--- src/rtl/difftest_cg_pkg.sv ---
// Shared types and constants for the difftest clock-gate enable controller.
// Holds the FSM state encoding and the default statistic counter width.
package difftest_cg_pkg;

    typedef enum logic [1:0] {
        CG_ON    = 2'd0,
        CG_HOLD  = 2'd1,
        CG_DRAIN = 2'd2,
        CG_OFF   = 2'd3
    } cg_state_e;

    localparam int CG_STAT_W = 32;

endpackage

--- src/rtl/difftest_sat_counter.sv ---
// Saturating up-counter with synchronous clear; clear wins over increment.
// Ports: clock, reset_n (async low), inc, clear, count[W-1:0].
module difftest_sat_counter #(
    parameter int W = 32
) (
    input  logic         clock,
    input  logic         reset_n,
    input  logic         inc,
    input  logic         clear,
    output logic [W-1:0] count
);

    always_ff @(posedge clock or negedge reset_n) begin
        if (!reset_n) begin
            count <= '0;
        end else if (clear) begin
            count <= '0;
        end else if (inc && (count != '1)) begin
            count <= count + 1'b1;
        end
    end

endmodule

--- src/rtl/difftest_clock_gate_ctrl.sv ---
// Enable controller for the difftest clock gate: hold-off, drain, gate-off, wake.
// Ports: clock, reset_n, activity, force_on, gate_allow, busy, stat_clear in;
//        en_out (negedge-retimed), state_out, gated_cycles out.
module difftest_clock_gate_ctrl
    import difftest_cg_pkg::*;
#(
    parameter int HOLD_CYCLES = 16,
    parameter int STAT_W      = CG_STAT_W
) (
    input  logic              clock,
    input  logic              reset_n,
    input  logic              activity,
    input  logic              force_on,
    input  logic              gate_allow,
    input  logic              busy,
    input  logic              stat_clear,
    output logic              en_out,
    output logic [1:0]        state_out,
    output logic [STAT_W-1:0] gated_cycles
);

    localparam int CNT_W = (HOLD_CYCLES > 0) ? $clog2(HOLD_CYCLES + 1) : 1;
    localparam int LOAD_V = (HOLD_CYCLES > 0) ? HOLD_CYCLES - 1 : 0;
    localparam logic [CNT_W-1:0] HOLD_LOAD = CNT_W'(LOAD_V);

    cg_state_e        state;
    cg_state_e        state_nxt;
    logic [CNT_W-1:0] cnt;
    logic [CNT_W-1:0] cnt_nxt;
    logic             en_q;
    logic             wake;

    assign wake = activity | force_on | ~gate_allow;

    always_comb begin
        state_nxt = state;
        cnt_nxt   = cnt;
        unique case (state)
            CG_ON: begin
                if (wake) begin
                    state_nxt = CG_ON;
                end else if (HOLD_CYCLES > 0) begin
                    state_nxt = CG_HOLD;
                    cnt_nxt   = HOLD_LOAD;
                end else begin
                    state_nxt = CG_DRAIN;
                end
            end
            CG_HOLD: begin
                if (wake) begin
                    state_nxt = CG_ON;
                end else if (cnt == '0) begin
                    state_nxt = CG_DRAIN;
                end else begin
                    cnt_nxt = cnt - 1'b1;
                end
            end
            CG_DRAIN: begin
                if (wake) begin
                    state_nxt = CG_ON;
                end else if (!busy) begin
                    state_nxt = CG_OFF;
                end
            end
            CG_OFF: begin
                if (wake) begin
                    state_nxt = CG_ON;
                end
            end
            default: begin
                state_nxt = CG_ON;
            end
        endcase
    end

    always_ff @(posedge clock or negedge reset_n) begin
        if (!reset_n) begin
            state <= CG_ON;
            cnt   <= '0;
            en_q  <= 1'b1;
        end else begin
            state <= state_nxt;
            cnt   <= cnt_nxt;
            en_q  <= (state_nxt != CG_OFF);
        end
    end

    // Falling-edge retime: the enable only moves while the clock is low,
    // so the AND-type gate never slices a high phase.
    always_ff @(negedge clock or negedge reset_n) begin
        if (!reset_n) begin
            en_out <= 1'b1;
        end else begin
            en_out <= en_q;
        end
    end

    assign state_out = state;

    difftest_sat_counter #(
        .W(STAT_W)
    ) u_gated_cnt (
        .clock  (clock),
        .reset_n(reset_n),
        .inc    (~en_q),
        .clear  (stat_clear),
        .count  (gated_cycles)
    );

endmodule

--- config.mk ---
export PLATFORM = sky130hd
export DESIGN_NAME = difftest_clock_gate_ctrl
export DESIGN_NICKNAME = d
export VERILOG_FILES = /design/src/rtl/difftest_cg_pkg.sv /design/src/rtl/difftest_sat_counter.sv /design/src/rtl/difftest_clock_gate_ctrl.sv
export SDC_FILE = /design/constraint.sdc
export NUM_CORES = 1
export LEC_CHECK = 0
export CAP_MARGIN = 20
export CORE_MARGIN = 3
export CORE_UTILIZATION = 56
export DETAILED_ROUTE_END_ITERATION = 10
export PLACE_DENSITY = 0.95
export REMOVE_ABC_BUFFERS = 1
export SLEW_MARGIN = 20
export SYNTH_ARGS = -nofsm -noshare
export SYNTH_HDL_FRONTEND = slang
export SYNTH_SLANG_ARGS = --single-unit
--- constraint.sdc ---
create_clock -name clock -period 6.57 [get_ports clock]
set_clock_uncertainty 0.1 [all_clocks]
set_input_delay 0.9855 -clock clock [delete_from_list [all_inputs] [get_ports clock]]
set_output_delay 0.9855 -clock clock [all_outputs]
set_load 0.02 [all_outputs]
==> metrics.txt <==
VDD IR max 0.1444 mV; measured slew at the worst slew-check pin 1.004 ns; grt ovf 0; Die X 69.77 um; vias in the first global route 2022; GR Util met1 28.80%; clock root buffer clkbuf_8; NumNets Final 299; drt wl/cell 15.66 um; CP Capture Type primary output; Initial Util 59.95%; router iterations before antenna repair 4; CTS Buf Count 5; via count 2129; placed insts 331; leading area contributor after synthesis dfrtp_1; overall routing resource usage 22.16%; final setup TNS 0 ns; Reg clk slew, reported paths 0.07 ns; clk buf depth 2; design area 2814 um2; grt met3 use 5.797%; Critical Path Max Stage Delay 0.59 ns; # clock sinks 41; Core Area 3799 um2; top cells by count, synth dfrtp_1, a21oi_1, nand2_1; Max Slew Vio Count 0; Layout Cells excl Fill 339; outcome completed; # IOs 42; post_cts resized 0; critical path class reg -> out; Setup-failing EPs final 0; Syn Inst Count 249; Ys Warns 0; TritonCTS clock tree built; Startpoint Class register; Via-to-Cell Ratio 6.280; Clock Latency Late Sink 0.30 ns; GR Util met2 36.52%; slowest CP cell clkdlybuf4s50_1; Die Height 69.77 um; largest cells by area after synthesis dfrtp_1, a21oi_1, or4_1; DP HPWL 3740 um; dpl cell area 2731 um2; ys flop type dfrtp_1; maximum number of pins on one net before global-route repair 42; Post-Syn Area per Cell 9.145 um2; number of diodes 0; share of the synthesized area in the top cell type 42.86%; wire length of the first global-routing pass 8956 um; unrepaired setup endpoints after global routing false; Synth Cell Area 2277 um2; crit path buf inv count 1; Port-buffer cells 41; leakage power 1.050 nW; critical path, cell by cell clkdlybuf4s50_1; gr busiest metal met2; ys async rst share 100.0%; Unique masters post-synth 46; CP top delay family buffers and inverters; CP Data Arrival Time 4.72 ns; register area share after synthesis 45.16%; share of layout cells above drive strength 1 9.278%; max cap viols 0; headroom to the max-slew limit 31.33%; initial antenna violation count 0; standard-cell rows 22; Routed Antenna Nets 0; drc violations 0; routed wire length 5310 um; power density cells 157.5 nW/um2; CTS Hold Buffers Added 0; die area 4868 um2; GP Congestion 0.8177; Crit Path Max Fanout 1; # Post-CTS Setup Buffers 0; worst endpoint required time 5.48 ns; count leader, synth dfrtp_1; H-Tree Depth 2; #FFs+latches synth 41; Post-synth EDFFs 0; synthesis-to-layout area growth 23.57%; Hold WC Path Type reg -> reg; initial DRC count 148; count of final hold-check violations 0
## sequential cells by signal, indices dropped and copies added (netlist names)
register,count
cnt,5
en_out,1
en_q,1
state_out,2
u_gated_cnt.count,32
## per-layer routing
metal	vias up	part of all wire (%)
met5	-	0
met4	0	1.0
met3	8	5.7
met2	62	49
met1	1021	44
li1	1038	-
## power breakdown
part	internal, mW	switching, mW	total [mW]
combinational	0.00778	0.0130	0.0208
clock	0.0745	0.0890	0.163
sequential	0.255	0.00378	0.259
total	0.337	0.106	0.443
## cells in the final DEF, fill, tap and decap left out, types with 2 or more instances in the layout
| master | count |
|---|---|
| nor2_1 | 16 |
| ha_1 | 2 |
| or3_1 | 5 |
| a2111oi_0 | 2 |
| a21o_1 | 2 |
| clkbuf_8 | 5 |
| and4_1 | 2 |
| o21ai_0 | 7 |
| nand4_1 | 9 |
| and4b_1 | 2 |
| xnor2_1 | 3 |
| nor4_1 | 3 |
| or4_1 | 16 |
| a31oi_1 | 3 |
| nor2b_1 | 3 |
| a31o_2 | 2 |
| mux2_2 | 3 |
| clkdlybuf4s50_1 | 40 |
| a21oi_1 | 28 |
| nand2b_1 | 3 |
| dfrtp_1 | 39 |
| nand2_1 | 17 |
| and3_1 | 6 |
| o31ai_1 | 14 |
| inv_1 | 9 |
| and2_1 | 2 |
| buf_4 | 3 |
| dfstp_2 | 2 |
| nand3_1 | 11 |
| clkinv_2 | 2 |
| nor3_1 | 9 |
| or3b_2 | 2 |
## final timing paths
check	from	end	slack, ns	cells past startpoint
worst min-delay path	cnt[4]	cnt[4]	0.46	1
max in group asynchronous	reset_n	en_out	2.12	2
min in group asynchronous	reset_n	u_gated_cnt.count[0]	0.65	2
worst max register to register	en_q	en_out	2.46	0
worst min register to register	cnt[4]	cnt[4]	0.46	1
worst max-delay path	en_out	en_out	0.76	1
## area by class of cell
cell class / count / area [um2]
Clock buffer: 6 / 72.57
Clock inverter: 3 / 13.76
Fill cell: 289 / 984.7
Inverter: 8 / 30.03
Multi-Input combinational cell: 189 / 1181
Sequential cell: 41 / 1028
Tap cell: 48 / 60.06
Timing Repair Buffer: 44 / 427.9
## kinds of logic (layout without fill, tap and decap cells)
kind of cell | count (synthesis) | count (layout) | synth area share [%]
and+or+nand+nor | 116 | 116 | 29.89
xor gates and xnor gates | 3 | 3 | 1.154
DFF | 41 | 41 | 45.16
muxes | 4 | 4 | 1.923
AOI/OAI and AO/OA | 64 | 64 | 17.53
adders and majority gates | 2 | 2 | 1.099
buffers and inverters | 19 | 61 | 3.242
## per-stage QoR
step	hold WS (ns)	setup WS (ns)	utilization, %	total power [mW]
floorplan	0.3807	1.645	-	0.2716
global placement	0.4115	1.117	71.90	0.2854
detailed placement	0.4357	1.117	71.90	0.2867
CTS	0.4534	0.7499	74.08	0.4454
global route	0.4798	0.7225	74.08	0.4572
finish	0.4552	0.7605	74.08	0.4433
(Power assumes the default switching activity.)
